$ cat config.mk
export PLATFORM = sky130hd
export DESIGN_NAME = melody_player
export DESIGN_NICKNAME = d
export VERILOG_FILES = /design/src/rtl/melody_player.sv
export SDC_FILE = /design/constraint.sdc
export NUM_CORES = 1
export LEC_CHECK = 0
export ABC_AREA = 1
export CORE_MARGIN = 2
export CORE_UTILIZATION = 25
export DETAILED_ROUTE_END_ITERATION = 16
export PLACE_DENSITY = 0.45
export SLEW_MARGIN = 20
export SYNTH_ARGS = -nofsm -noshare
export SYNTH_HDL_FRONTEND = slang
export SYNTH_SLANG_ARGS = --single-unit
export TNS_END_PERCENT = 50
$ cat constraint.sdc
create_clock -name clk -period 3.7 [get_ports clk]
set_input_delay 1.11 -clock clk [delete_from_list [all_inputs] [get_ports clk]]
set_output_delay 1.11 -clock clk [all_outputs]
set_load 0.01 [all_outputs]
$ cat src/rtl/melody_player.sv
// ============================================================================
// Module      : melody_player
// Description : Plays one of four fixed melodies from an internal note ROM
//               and drives the 10-bit tone frequency of sound_gen (0 = silent).
//               Note timing is counted in milliseconds derived from the shared
//               ticks_per_milli value. Pulses done when a melody completes.
//               Optional feature macro: MELODY_GAP_EN inserts a GAP_MS silence
//               between consecutive notes of a melody.
// Revision    : 1.0 - initial release
// ============================================================================
`default_nettype none

module melody_player #(
    parameter int GAP_MS = 20
) (
    input  logic       clk,
    input  logic       rst_n,
    input  logic [5:0] ticks_per_milli,
    input  logic       start,
    input  logic [1:0] melody,
    input  logic       stop,
    output logic [9:0] freq,
    output logic       busy,
    output logic       done
);

`ifdef MELODY_GAP_EN
    typedef enum logic [1:0] {
        S_IDLE = 2'd0,
        S_NOTE = 2'd1,
        S_GAP  = 2'd2
    } state_t;

    // Last ms index of the inter-note gap; a gap of 0 ms is clamped to 1 ms.
    localparam logic [9:0] c_GAP_LAST = (GAP_MS > 1) ? 10'(GAP_MS - 1) : 10'd0;
`else
    typedef enum logic [0:0] {
        S_IDLE = 1'b0,
        S_NOTE = 1'b1
    } state_t;

    // Gap length has no effect when gaps are compiled out.
    if (GAP_MS < 0) begin : g_gap_ms_ignored
    end
`endif

    // ROM entry layout: {last, freq[9:0], duration_ms[9:0]} at {melody, note}.
    function automatic logic [20:0] rom_entry(input logic [4:0] idx);
        logic [20:0] e;
        case (idx)
            5'd0:    e = {1'b0, 10'd262, 10'd100};
            5'd1:    e = {1'b0, 10'd330, 10'd100};
            5'd2:    e = {1'b1, 10'd392, 10'd200};
            5'd8:    e = {1'b0, 10'd392, 10'd100};
            5'd9:    e = {1'b0, 10'd523, 10'd100};
            5'd10:   e = {1'b0, 10'd659, 10'd100};
            5'd11:   e = {1'b1, 10'd784, 10'd300};
            5'd16:   e = {1'b0, 10'd196, 10'd300};
            5'd17:   e = {1'b1, 10'd147, 10'd500};
            5'd24:   e = {1'b1, 10'd440, 10'd50};
            // Unused slots terminate silently after 1 ms.
            default: e = {1'b1, 10'd0, 10'd1};
        endcase
        return e;
    endfunction

    state_t      r_state;
    logic [1:0]  r_melody;
    logic [2:0]  r_note;
    logic [9:0]  r_dur;
    logic        r_last;
    logic [5:0]  r_presc;
    logic [9:0]  r_ms;

    state_t      w_state_nxt;
    logic [1:0]  w_melody_nxt;
    logic [2:0]  w_note_nxt;
    logic [9:0]  w_dur_nxt;
    logic        w_last_nxt;
    logic [5:0]  w_presc_nxt;
    logic [9:0]  w_ms_nxt;
    logic [9:0]  w_freq_nxt;
    logic        w_busy_nxt;
    logic        w_done_nxt;

    logic [5:0]  w_tpm_last;
    logic        w_tick;
    logic [2:0]  w_note_inc;
    logic [4:0]  w_load_idx;
    logic [20:0] w_load_entry;

    // A zero ticks_per_milli behaves as 1; '>=' makes a lowered rate wrap at once.
    assign w_tpm_last = (ticks_per_milli == 6'd0) ? 6'd0 : ticks_per_milli - 6'd1;
    assign w_tick     = (r_presc >= w_tpm_last);

    // One ROM read serves both a fresh start and advancing to the next note.
    assign w_note_inc   = r_note + 3'd1;
    assign w_load_idx   = start ? {melody, 3'd0} : {r_melody, w_note_inc};
    assign w_load_entry = rom_entry(w_load_idx);

    // Next-state and registered-output decode; stop beats start, start beats playback.
    always_comb begin
        w_state_nxt  = r_state;
        w_melody_nxt = r_melody;
        w_note_nxt   = r_note;
        w_dur_nxt    = r_dur;
        w_last_nxt   = r_last;
        w_presc_nxt  = w_tick ? 6'd0 : r_presc + 6'd1;
        w_ms_nxt     = w_tick ? r_ms + 10'd1 : r_ms;
        w_freq_nxt   = freq;
        w_busy_nxt   = busy;
        w_done_nxt   = 1'b0;

        if (stop) begin
            w_state_nxt = S_IDLE;
            w_presc_nxt = 6'd0;
            w_ms_nxt    = 10'd0;
            w_freq_nxt  = 10'd0;
            w_busy_nxt  = 1'b0;
        end else if (start) begin
            w_state_nxt  = S_NOTE;
            w_melody_nxt = melody;
            w_note_nxt   = 3'd0;
            w_last_nxt   = w_load_entry[20];
            w_freq_nxt   = w_load_entry[19:10];
            w_dur_nxt    = w_load_entry[9:0];
            w_presc_nxt  = 6'd0;
            w_ms_nxt     = 10'd0;
            w_busy_nxt   = 1'b1;
        end else begin
            case (r_state)
                S_NOTE: begin
                    // Final tick of the last ms of this note.
                    if (w_tick && (r_ms == r_dur - 10'd1)) begin
                        w_presc_nxt = 6'd0;
                        w_ms_nxt    = 10'd0;
                        if (r_last) begin
                            w_state_nxt = S_IDLE;
                            w_freq_nxt  = 10'd0;
                            w_busy_nxt  = 1'b0;
                            w_done_nxt  = 1'b1;
                        end else begin
`ifdef MELODY_GAP_EN
                            w_state_nxt = S_GAP;
                            w_freq_nxt  = 10'd0;
`else
                            w_note_nxt  = w_note_inc;
                            w_last_nxt  = w_load_entry[20];
                            w_freq_nxt  = w_load_entry[19:10];
                            w_dur_nxt   = w_load_entry[9:0];
`endif
                        end
                    end
                end
`ifdef MELODY_GAP_EN
                S_GAP: begin
                    if (w_tick && (r_ms == c_GAP_LAST)) begin
                        w_state_nxt = S_NOTE;
                        w_note_nxt  = w_note_inc;
                        w_last_nxt  = w_load_entry[20];
                        w_freq_nxt  = w_load_entry[19:10];
                        w_dur_nxt   = w_load_entry[9:0];
                        w_presc_nxt = 6'd0;
                        w_ms_nxt    = 10'd0;
                    end
                end
`endif
                default: begin
                    w_state_nxt = S_IDLE;
                    w_presc_nxt = 6'd0;
                    w_ms_nxt    = 10'd0;
                    w_freq_nxt  = 10'd0;
                    w_busy_nxt  = 1'b0;
                end
            endcase
        end
    end

    // State, counters and outputs registered with synchronous active-low reset.
    always_ff @(posedge clk) begin
        if (!rst_n) begin
            r_state  <= S_IDLE;
            r_melody <= 2'd0;
            r_note   <= 3'd0;
            r_dur    <= 10'd0;
            r_last   <= 1'b0;
            r_presc  <= 6'd0;
            r_ms     <= 10'd0;
            freq     <= 10'd0;
            busy     <= 1'b0;
            done     <= 1'b0;
        end else begin
            r_state  <= w_state_nxt;
            r_melody <= w_melody_nxt;
            r_note   <= w_note_nxt;
            r_dur    <= w_dur_nxt;
            r_last   <= w_last_nxt;
            r_presc  <= w_presc_nxt;
            r_ms     <= w_ms_nxt;
            freq     <= w_freq_nxt;
            busy     <= w_busy_nxt;
            done     <= w_done_nxt;
        end
    end

endmodule

`default_nettype wire
After elaboration in Yosys (flattened, before gate mapping)
Memories as Yosys holds them, arrays and structs flattened.
Cells that the tools add are included.
{ "word_totals": {"regBits": 45, "mem_bits_ro": 640, "in_bits": 12, "out_inout_bits": 12, "word_cells": 64, "mem_count": 1} }
{ "classes": {"addsub": 5, "order_cmp": 1, "n_eq_ne": 4, "muxes": 27, "n_bitwise": 4, "n_reduce_logical": 12} }
{ "mem_list": {"columns": ["name", "depth", "width", "rd", "rd_clocked_by_memory_dff", "write_ports", "line", "rtl"], "rows": [
  ["(no name shown)", 32, 20, 1, 0, 0, "50", "case (idx)"]
]} }
{ "op_table": {"columns": ["cell", "n"], "rows": [
  ["2-to-1 mux 10 bit", 8],
  ["2-to-1 mux 1 bit", 13],
  ["2-to-1 mux 3 bit", 4],
  ["adder 10 x 1 -> 10 bit, second input constant", 1],
  ["== test 10 bit", 1],
  ["OR reduction 5 bit", 2],
  ["subtractor 10 x 1 -> 10 bit, second input constant", 1],
  ["adder 6 x 1 -> 6 bit, second input constant", 1],
  [">= comparator 6 bit", 1],
  ["zero test 6 bit", 1],
  ["2-to-1 mux 6 bit", 1],
  ["!= test 3 x 2 -> 1 bit, second input constant", 2],
  ["OR reduction 6 bit", 1],
  ["subtractor 6 x 1 -> 6 bit, second input constant", 1],
  ["2-to-1 mux 5 bit", 1],
  ["NOT 1 bit", 4],
  ["AND reduction 2 bit", 2],
  ["AND reduction 4 bit", 1],
  ["nonzero test 2 bit", 2],
  ["adder 3 x 1 -> 3 bit, second input constant", 1],
  ["AND reduction 3 bit", 1],
  ["!= test 2 bit, second input constant", 1],
  ["OR reduction 2 bit", 1],
  ["logical AND 1 bit", 1]
]} }

Depth between registers and ports, before layout
Gate-level depths: netlist (run 1).
{ "depth": {"depth_word": 7, "ltp_mapped": 20, "mapped_depth_nobuf": 19} }

Worst setup path before layout (run 1)
OpenSTA, ideal clock, no wires.
{ "synth_timing": {"path_type": "input port to flip-flop", "start": "input ticks_per_milli[0]", "end": "register r_ms[7]", "arrival_ns": 3.085, "setup_slack_ns": 0.490, "path_stages": 14, "path_buffers": 1, "path_cell_list": "inv_1 ha_1 nand2_1 nor2_1 nor3_1 a21oi_1 ha_1 nand2_1 o21a_1 nand3_1 clkbuf_1 nand4_1 o31ai_1 a21oi_1"} }
{ "synth_between": {"elab_chain_len": 5, "word_cells_on_any_way": 6, "classes_between": "add/sub (1); order compare (1); mux (1); reduce/logical (3)"} }
{ "synth_rtl": {"columns": ["element", "line", "rtl"], "rows": [
  ["start: declaration", "18", "input logic [5:0] ticks_per_milli,"],
  ["subtractor 6 x 1 -> 6 bit / zero test 6 bit (equally long branches)", "93", "assign w_tpm_last = (ticks_per_milli == 6'd0) ? 6'd0 : ticks_per_milli - 6'd1;"],
  ["2-to-1 mux 6 bit (*)", "93", null],
  [">= comparator 6 bit (*)", "94", "assign w_tick = (r_presc >= w_tpm_last);"],
  ["logical AND 1 bit", "134", "if (w_tick && (r_ms == r_dur - 10'd1)) begin"],
  ["OR reduction 5 bit (no line)", null, null],
  ["end signal: assignment", "199", "r_ms <= w_ms_nxt;"],
  ["end: declaration", "73", "logic [9:0] r_ms;"]
]} }
Every way passes the cells marked *; elsewhere a longest branch is shown, timed or not.
A chain may end at the register's enable or synchronous reset.

Final worst setup path (run 1)
{ "layout_timing": {"start": "input ticks_per_milli[0]", "end": "register r_note[0]"} }
{ "layout_between": {"elab_chain_len": 6, "word_cells_on_any_way": 7, "classes_between": "add/sub (1); order compare (1); mux (1); reduce/logical (4)"} }
{ "layout_rtl": {"columns": ["element", "line", "rtl"], "rows": [
  ["subtractor 6 x 1 -> 6 bit / zero test 6 bit (equally long branches)", "93", null],
  ["2-to-1 mux 6 bit (*)", "93", null],
  [">= comparator 6 bit (*)", "94", null],
  ["logical AND 1 bit (*)", "134", null],
  ["nonzero test 2 bit (no line) (*)", null, null],
  ["AND reduction 4 bit (no line) (*)", null, null],
  ["end signal: assignment", "195", "r_note <= w_note_nxt;"],
  ["end: declaration", "69", "logic [2:0] r_note;"]
]} }
Marks and branches as above.

==> impl_metrics.json, run 1 <==
{
  "status": "completed",
  "stdcell_area_sq_um": 3660,
  "fp-row-count": 39,
  "ys_ff_latch": 44,
  "hold_violations": 0,
  "register_area_sq_um": 881,
  "synthCells": 463,
  "cts-root-buf": "clkbuf_16",
  "yosysMostFrequentCell": "nand2_1",
  "wirelength_mm": 7.65,
  "antenna_found_initial": 0,
  "synth_top_area_share_pct": 29.5,
  "worst-slew-pin-transition_ns": 0.468,
  "cap_viol_max_count": 0,
  "grt_pass1_vias": 2840,
  "routedWlPerCell_um": 11.8,
  "dr_total_vias": 2889,
  "cp-end-kind": "flip-flop",
  "placed_cell_area_sq_um": 3500,
  "rsz0062_at_grt": "no",
  "ant_nets": 0,
  "timing.critical_path.from_type": "input pin",
  "yosysWarnings": 0,
  "synth_nets": 491,
  "initial_utilization_pct": 25.9,
  "dieArea_sq_um": 12800,
  "multi_input_area_sq_um": 1790,
  "syn_avg_cell_area_sq_um": 6.45,
  "ctsHoldBuffers": 0,
  "fillers": 1290,
  "fp.dieW_um": 113,
  "synth_edf_count": 0,
  "drc": 0,
  "globalplace.congestion": 0.853,
  "track_usage_pct": 12.9,
  "crit_type": "input pin to flip-flop",
  "finalPower_mw": 1.26,
  "grt_max_degree": 18,
  "clk_latency_ns": 0.29,
  "cts_buffers": 5,
  "io_pins": 24,
  "period_share_pct": 91.5,
  "syn_to_final_growth_pct": 22.8,
  "cts_max_path_buffers": 2,
  "coreArea_sq_um": 11500,
  "critPathMaxFanout": 17,
  "clkTransAtPathRegs_ns": 0.06,
  "fin_skew_ns": 0.00508,
  "cts_tree": "built",
  "post-cts-setup-buffers": 0,
  "drive_above_1_share_pct": 11.3,
  "grt_pass1_wl_mm": 13.3,
  "die-height_um": 113,
  "hold_class": "flip-flop to flip-flop",
  "pwr_density_cell_nw_per_um2": 344,
  "synth_cell_types": 38,
  "synth_area_leaders": "dfxtp_1 (30%), nand2_1 (17%), inv_1 (8.4%)",
  "netlist.top_cell.by_area": "dfxtp_1",
  "final_nets": 530,
  "gr-total-overflow": 0,
  "drv_slew": 0,
  "h-tree-depth": 2,
  "finalCriticalPeriod_ns": 3.39,
  "syn-cell-area_sq_um": 2990,
  "clock-sinks": 44,
  "ys_top_cells_by_count": "nand2_1 (132), inv_1 (67), nor2_1 (58)",
  "async_flop_share_pct": 0,
  "fmax_mhz": 295,
  "hpwlAfterDp_mm": 6.19,
  "port_buffers": 23,
  "synth-main-ff-cell": "dfxtp_1",
  "p_leak_nw": 1.68,
  "diodes": 0,
  "via_per_inst": 4.47,
  "crit_required_ns": 3.89,
  "cp.arrival_ns": 3.57,
  "ir_drop_v": 0.000201,
  "setup_viol": 0,
  "drt_iter0_markers": 124,
  "dr.pass1.iters": 4,
  "ys_seq_area_share_pct": 29.5,
  "relSlewSlack_pct": 68.6
}
## state kept, by name (all words and copies together), names as in the netlist
signal,cells
busy,1
done,1
freq,10
r_dur,9
r_last,1
r_melody,2
r_ms,10
r_note,3
r_presc,6
r_state,1
## path summary, 6_finish.rpt
check | slack, ns | depth (start not counted) | endpoint | from
min reg2reg | 0.44 | 2 | freq[4] | freq[4]
max reg2reg | 1.36 | 16 | r_note[0] | r_dur[0]
min | 0.44 | 2 | freq[4] | freq[4]
max | 0.31 | 18 | r_note[0] | ticks_per_milli[0]
## layout by cell type, fill, tap and decap left out, types with 13 or more instances in the layout
| cell type | netlist | routed |
|---|---|---|
| a21oi_1 | 21 | 21 |
| clkdlybuf4s50_1 | 0 | 23 |
| dfxtp_1 | 44 | 44 |
| ha_1 | 16 | 16 |
| inv_1 | 67 | 67 |
| nand2_1 | 132 | 132 |
| nand3_1 | 22 | 21 |
| nand4_1 | 16 | 16 |
| nor2_1 | 58 | 58 |
| o21ai_0 | 13 | 13 |
## per-layer routing
metal / track usage [%] / routed length (um) / up-vias
li1: - / - / 1555
met1: 16.6 / 3770 / 1304
met2: 22.0 / 3640 / 26
met3: 2.57 / 184 / 4
met4: 3.17 / 47 / 0
met5: 0 / 0 / -
## final cells by class
cell class / count / area share, %
multi-input cells: 340 / 48.9
flip-flops and latches: 44 / 24.0
repair buffers: 37 / 10.2
inverters: 74 / 7.58
well taps: 143 / 4.88
clock buffers: 6 / 3.52
clock inverters: 2 / 0.956
## cell families (layout without fill, tap and decap cells)
logic type	Yosys count	after routing	synth area share [%]
buf+inv	79	119	10.7
flops	44	44	29.5
fa+ha+maj	16	16	6.71
xor+xnor	6	6	1.76
simple gates	270	270	42.0
compound gates	48	48	9.35
## where the power goes
part,internal [mW],switching [mW],leakage (nW)
sequential,0.488,0.0108,0.357
clock,0.318,0.192,0.0808
combinational,0.0952,0.157,1.24
total,0.901,0.360,1.68
## what timing repair did
action	in CTS	in global routing
endpoints found under the hold margin	0	0
resized for setup	0	1
endpoints found under the setup margin	0	3
## per-stage QoR
step | worst slack [ns] | instances | TNS [ns] | util (%) | hold WS (ns)
after floorplan | 0.490 | 463 | 0 | - | 0.430
after global placement | -0.0351 | 638 | -0.0776 | 30.4 | 0.431
after detailed placement | -0.0601 | 638 | -0.436 | 30.4 | 0.436
after CTS | 0.231 | 646 | 0 | 31.8 | 0.450
after global routing | 0.0204 | 646 | 0 | 31.8 | 0.478
final | 0.314 | 646 | 0 | 31.8 | 0.445
## worst max-delay path: stages
cell and delay [ns]:
clkdlybuf4s50_1 0.45, inv_1 0.05, ha_1 0.20, nand2_1 0.10
nor2_1 0.06, nor3_1 0.17, a21oi_1 0.06, ha_1 0.29
nand2_1 0.06, inv_1 0.08, o211ai_1 0.11, nand3_2 0.11
nand3_4 0.10, buf_12 0.14, nand2_8 0.06, nand3_4 0.18
nor2_1 0.16, nor2_1 0.06
Power figures use the tool's default switching activity.
==> inputs of run 2 (changes only) <==
--- a/config.mk
+++ b/config.mk
@@ -7,9 +7,10 @@
 export LEC_CHECK = 0
 export ABC_AREA = 1
 export CORE_MARGIN = 2
-export CORE_UTILIZATION = 25
+export CORE_UTILIZATION = 53
 export DETAILED_ROUTE_END_ITERATION = 16
-export PLACE_DENSITY = 0.45
+export GPL_ROUTABILITY_DRIVEN = 1
+export PLACE_DENSITY = 0.81
 export SLEW_MARGIN = 20
 export SYNTH_ARGS = -nofsm -noshare
 export SYNTH_HDL_FRONTEND = slang
==> constraint.sdc (replaced) <==
create_clock -name clk -period 2.94 [get_ports clk]
set_input_delay 0.882 -clock clk [delete_from_list [all_inputs] [get_ports clk]]
set_output_delay 0.882 -clock clk [all_outputs]
set_load 0.01 [all_outputs]
==> run 2 against run 1 <==
Against the previous run:
- clock power decreased by 25%
- total power increased by 8.4%
- critical endpoint is now freq[6]
- die area fell by 51%
- global-route usage rose by 12 points
- critical path type unchanged
- non-clock buffer count rose by 22
- routed wire length shrank 3.0%
- worst setup slack lost 0.25 ns
- cell count is 7.4% lower
- largest cell class unchanged
- final area rose by 3.8%
==> impl_metrics.json, run 2 (synthesis results as in run 1) <==
{
  "status": "completed",
  "drt_iter0_markers": 140,
  "grt_pass1_wl_mm": 12.6,
  "final_nets": 553,
  "globalplace.congestion": 0.960,
  "crit_type": "input pin to flip-flop",
  "switchingPower_mw": 0.442,
  "cp-end-kind": "flip-flop",
  "clk_latency_ns": 0.30,
  "fillers": 484,
  "reg_top3": "freq: 10 flops, r_ms: 10 flops, r_dur: 9 flops",
  "pwr_density_cell_nw_per_um2": 359,
  "cp.arrival_ns": 3.08,
  "critPathMaxFanout": 7,
  "dp_cells": 582,
  "sw_frac_of_total_pct": 32.3,
  "setup_viol": 0,
  "antenna_found_initial": 0,
  "mostFrequentLayoutCells": "nand2_1 (126), inv_1 (59), nor2_1 (55)",
  "via_per_inst": 5.13,
  "timing.critical_path.from_type": "input pin",
  "ir_drop_v": 0.000241,
  "drive_above_1_share_pct": 21.9,
  "track_usage_pct": 25.1,
  "cts_buffers": 5,
  "routedWlPerCell_um": 12.4,
  "instances_no_fill": 598,
  "clkPwrFrac_pct": 27.9,
  "period_share_pct": 98.0,
  "critPathMaxStageDelay_ns": 0.27,
  "sequentialPowerShare_pct": 45.9,
  "cts_tree": "built",
  "ant_nets": 0,
  "initial_utilization_pct": 54.5,
  "hpwlAfterDp_mm": 5.50,
  "wirelength_mm": 7.42,
  "cts-root-buf": "clkbuf_8",
  "fmax_mhz": 347,
  "h-tree-depth": 2,
  "grt_pass1_vias": 3005,
  "grtUsageMet1_pct": 30.0,
  "use_met2_pct": 43.9,
  "coreArea_sq_um": 5470,
  "ctsHoldBuffers": 0,
  "fin_skew_ns": 0.00736,
  "crit_required_ns": 3.14,
  "crit_slowest_cell": "dlygate4sd2_1",
  "tns_ns": 0,
  "grt-busiest-layer": "met2",
  "dr.pass1.iters": 4,
  "grt_max_degree": 15,
  "cap_viol_max_count": 0,
  "dr_total_vias": 3065,
  "gr-total-overflow": 0,
  "fp.dieW_um": 79.1,
  "clock-sinks": 44,
  "power_frac_comb_pct": 26.2,
  "io_pins": 24,
  "path_cells": "dlygate4sd2_1 > nor2_2 > buf_4 > nand3_2 > nand2_1 > inv_1 > ha_1 > nand2_2 > inv_2 > o211ai_1 > nand3_4 > nand3_4 > nand3_4 > buf_4 > buf_4 > o211ai_1 > nand2_1",
  "cts_max_path_buffers": 2,
  "worst-slew-pin-transition_ns": 0.508,
  "fp-row-count": 27,
  "drv_slew": 0,
  "clkTransAtPathRegs_ns": 0.09,
  "pre_cts_slack_ns": -0.633,
  "setup_slack_ns": 0.0600,
  "diodes": 0,
  "post-route-util_pct": 69.5,
  "p_int_mw": 0.924,
  "relSlewSlack_pct": 66.1,
  "hold_class": "flip-flop to flip-flop",
  "die-height_um": 79.1,
  "dieArea_sq_um": 6250,
  "port_buffers": 23,
  "met3_usage_pct": 3.64,
  "finalCriticalPeriod_ns": 2.88,
  "drc": 0,
  "p_leak_nw": 1.80,
  "mostFrequentLayoutCell": "nand2_1",
  "syn_to_final_growth_pct": 27.5,
  "hold_violations": 0
}
[run 2: changes by cell type in the layout (fill, tap and decap cells not counted), sizes merged]
cell | previous run | this run
buf | 14 | 36
clkinv | 3 | 5
dlymetal6s2s | 0 | 1
dlygate4sd2 | 0 | 1
clkbuf | 6 | 8
clkdlybuf4s15 | 0 | 1
clkdlybuf4s50 | 23 | 17
nand3 | 27 | 28
bufinv | 1 | 0
[run 2: routing by layer]
metal  part of all wire [%]  routed length, um
met5                      0                  0
met4                    3.1                232
met3                    2.9                217
met2                     50               3680
met1                     44               3290
[run 2: layout make-up]
type	count	area, sq um	area share, %
inverter	74	278	7.30
clock inverter	3	18.8	0.493
timing repair buffer	59	518	13.6
tap	72	90.1	2.37
clock buffer	5	68.8	1.81
sequential	44	881	23.2
multi-input combinational	341	1950	51.3
[run 2: repair_timing]
item / 4_1_cts / 5_1_grt
setup endpoints to repair: 41 / 41
gates cloned: 1 / 0
pin swaps: 18 / 14
hold endpoints to repair: 0 / 0
buffers inserted: 5 / 2
gates resized for setup: 32 / 31
[run 2: stage by stage]
| stage | instance area (sq um) | total power [mW] | hold slack, ns |
|---|---|---|---|
| final | 3800 | 1.37 | 0.451 |
| after floorplan | 2990 | 0.863 | 0.430 |
| after global placement | 3490 | 0.965 | 0.431 |
| after detailed placement | 3490 | 0.971 | 0.439 |
| after global routing | 3800 | 1.45 | 0.486 |
| after CTS | 3710 | 1.36 | 0.455 |
[run 2: power groups by stage]
| stage | logic, mW | clock network [mW] | registers (mW) |
|---|---|---|---|
| 2_1_floorplan | 0.223 | 0 | 0.640 |
| 3_3_place_gp | 0.325 | 0 | 0.640 |
| 3_5_place_dp | 0.330 | 0 | 0.641 |
| 4_1_cts | 0.344 | 0.390 | 0.627 |
| 5_1_grt | 0.404 | 0.413 | 0.629 |
| 6_report | 0.358 | 0.381 | 0.627 |
[run 2: final timing paths]
kind              end  slack (ns)          startpoint  cells after the start
max           freq[6]        0.06  ticks_per_milli[4]                     17
min           freq[4]        0.45             freq[4]                      2
max reg2reg  r_dur[6]        0.71            r_dur[0]                     17
min reg2reg   freq[4]        0.45             freq[4]                      2
[run 2: worst max-delay path: cells and delay by family]
family	cells	cell delay, ns
AOI/OAI and AO/OA	2	0.23
buffers and inverters	6	0.78
adders and majority gates	1	0.27
and+or+nand+nor	8	0.89
==> inputs of run 3 (changes only) <==
--- a/config.mk
+++ b/config.mk
@@ -10,7 +10,7 @@
 export CORE_UTILIZATION = 53
 export DETAILED_ROUTE_END_ITERATION = 16
 export GPL_ROUTABILITY_DRIVEN = 1
-export PLACE_DENSITY = 0.81
+export PLACE_DENSITY = 0.78
 export SLEW_MARGIN = 20
 export SYNTH_ARGS = -nofsm -noshare
 export SYNTH_HDL_FRONTEND = slang
==> run 3 against run 2 <==
Against the previous run:
- total power is 0.57% lower
- sequential share of layout area up 0.49 points
- via count decreased by 0.95%
- flip-flop and latch count did not move
- core utilization fell by 1.4 points
- critical path type unchanged
==> impl_metrics.json, run 3 (synthesis results as in run 1) <==
{
  "placed_cell_area_sq_um": 3440,
  "dr_total_vias": 3036,
  "drt_iter0_markers": 151,
  "hold_end": "freq[4]",
  "critPathMaxStageDelay_ns": 0.33,
  "antenna_found_initial": 0,
  "critPathMaxFanout": 6,
  "ant_nets": 0,
  "via_per_inst": 5.13,
  "min_from": "freq[4]",
  "clkTransAtPathRegs_ns": 0.09,
  "dieArea_sq_um": 6250,
  "reg2reg_depth": 16,
  "cts_tree": "built",
  "rrSetupSlack_ns": 0.59,
  "multi_input_area_sq_um": 1920,
  "hold_path_depth": 2,
  "coreArea_sq_um": 5470,
  "dr.pass1.iters": 4,
  "fmax_mhz": 358,
  "whs_ns": 0.455,
  "relSlewSlack_pct": 73.4,
  "cts-root-buf": "clkbuf_8",
  "final_nets": 547,
  "worst-path-buf-inv": 5,
  "fillers": 506,
  "ctsHoldBuffers": 0,
  "io_pins": 24,
  "syn_to_final_growth_pct": 24.8,
  "pwr_density_cell_nw_per_um2": 364,
  "hpwlAfterDp_mm": 5.46,
  "clock-sinks": 44,
  "diodes": 0,
  "h-tree-depth": 2,
  "mostFrequentLayoutCells": "nand2_1 (122), inv_1 (61), nor2_1 (56)",
  "gr-total-overflow": 0,
  "timing.critical_path.from_type": "input pin",
  "stdcell_area_sq_um": 3730,
  "rr_endpoint": "r_dur[1]",
  "globalplace.congestion": 0.881,
  "fp.dieW_um": 79.1,
  "hold_class": "flip-flop to flip-flop",
  "finalCriticalPeriod_ns": 2.79,
  "port_buffers": 23,
  "crit_slowest_cell": "ha_1",
  "p_leak_nw": 1.76,
  "crit_required_ns": 3.17,
  "hold_violations": 0,
  "grt_pass1_vias": 2954,
  "initial_utilization_pct": 54.5,
  "crit_type": "input pin to flip-flop",
  "grt_pass1_wl_mm": 12.6,
  "reg_top3": "freq: 10 flops, r_ms: 10 flops, r_dur: 9 flops",
  "die-height_um": 79.1,
  "cts_buffers": 5,
  "setup_viol": 0,
  "routedWlPerCell_um": 12.5,
  "wirelength_mm": 7.39,
  "fp-row-count": 27,
  "period_share_pct": 94.9,
  "drive_above_1_share_pct": 20.0,
  "worst-slew-pin-transition_ns": 0.398,
  "clk_latency_ns": 0.30,
  "cp-end-kind": "flip-flop",
  "drc": 0,
  "cp_top_family": "simple AND/OR/NAND/NOR gates",
  "grt_max_degree": 15,
  "mostFrequentLayoutCell": "nand2_1",
  "status": "completed",
  "cts_max_path_buffers": 2,
  "cp.arrival_ns": 3.02,
  "tns_ns": 0,
  "drv_slew": 0,
  "reg2reg_from": "r_dur[0]",
  "path_cells": "clkdlybuf4s15_1 > inv_2 > nand3_2 > inv_2 > nand2_2 > nor3_2 > a21oi_1 > ha_1 > nand2_2 > o21a_1 > nand3_4 > nand3_4 > buf_12 > nand2_8 > buf_6 > nand4_1 > a21oi_1",
  "cap_viol_max_count": 0,
  "fin_skew_ns": 0.00487,
  "register_area_sq_um": 881,
  "finalPower_mw": 1.36,
  "ir_drop_v": 0.000226,
  "track_usage_pct": 25.0
}
==> run 3: worst register-to-register path: cells and delay by family (launching register included) <==
kind	cells	cell delay, ns
fa+ha+maj	1	0.33
flops	1	0.38
simple gates	10	0.96
compound gates	1	0.18
buf+inv	4	0.42
==> run 3: per-layer routing <==
| metal | track usage [%] | part of all wire, % | vias up | wire [um] |
|---|---|---|---|---|
| met3 | 3.64 | 3.1 | 11 | 229 |
| li1 | - | - | 1590 | - |
| met4 | 7.76 | 1.6 | 0 | 118 |
| met2 | 45.9 | 51 | 46 | 3750 |
| met1 | 29.8 | 45 | 1389 | 3290 |
| met5 | 0 | 0 | - | 0 |
==> run 3: how the worst max path moves through the flow <==
stage	startpoint	endpoint	slack, ns	cells past startpoint
floorplan	ticks_per_milli[0]	freq[9]	0.03	15
global placement	ticks_per_milli[0]	freq[9]	-0.56	16
detailed placement	ticks_per_milli[0]	r_ms[7]	-0.62	15
CTS	ticks_per_milli[1]	freq[2]	0.02	17
global route	ticks_per_milli[2]	r_dur[3]	-0.03	19
finish	ticks_per_milli[2]	r_dur[1]	0.15	17
==> run 3: report_power, final <==
| part | internal (mW) | switching (mW) | total, mW |
|---|---|---|---|
| combinational | 0.138 | 0.211 | 0.349 |
| clock | 0.166 | 0.216 | 0.382 |
| sequential | 0.613 | 0.0140 | 0.627 |
==> run 3: per-stage QoR <==
| step | util, % | cells | setup WS [ns] |
|---|---|---|---|
| after floorplan | - | 463 | 0.0326 |
| after global placement | 62.9 | 577 | -0.562 |
| after detailed placement | 62.9 | 577 | -0.620 |
| after CTS | 66.6 | 589 | 0.0197 |
| after global routing | 68.1 | 592 | -0.0295 |
| final | 68.1 | 592 | 0.149 |
==> run 3: cell type report <==
type / count / share of cell area [%]
clock buffers: 5 / 1.85
clock inverters: 3 / 0.504
inverters: 74 / 7.45
multi-input cells: 341 / 51.4
flip-flops and latches: 44 / 23.6
well taps: 72 / 2.42
repair buffers: 53 / 12.7
==> run 3: what timing repair did <==
action | 4_1_cts | 5_1_grt
cloned | 1 | 0
endpoints found under the setup margin | 42 | 42
resized for setup | 28 | 27
pin swaps | 16 | 15
buffers inserted | 3 | 3
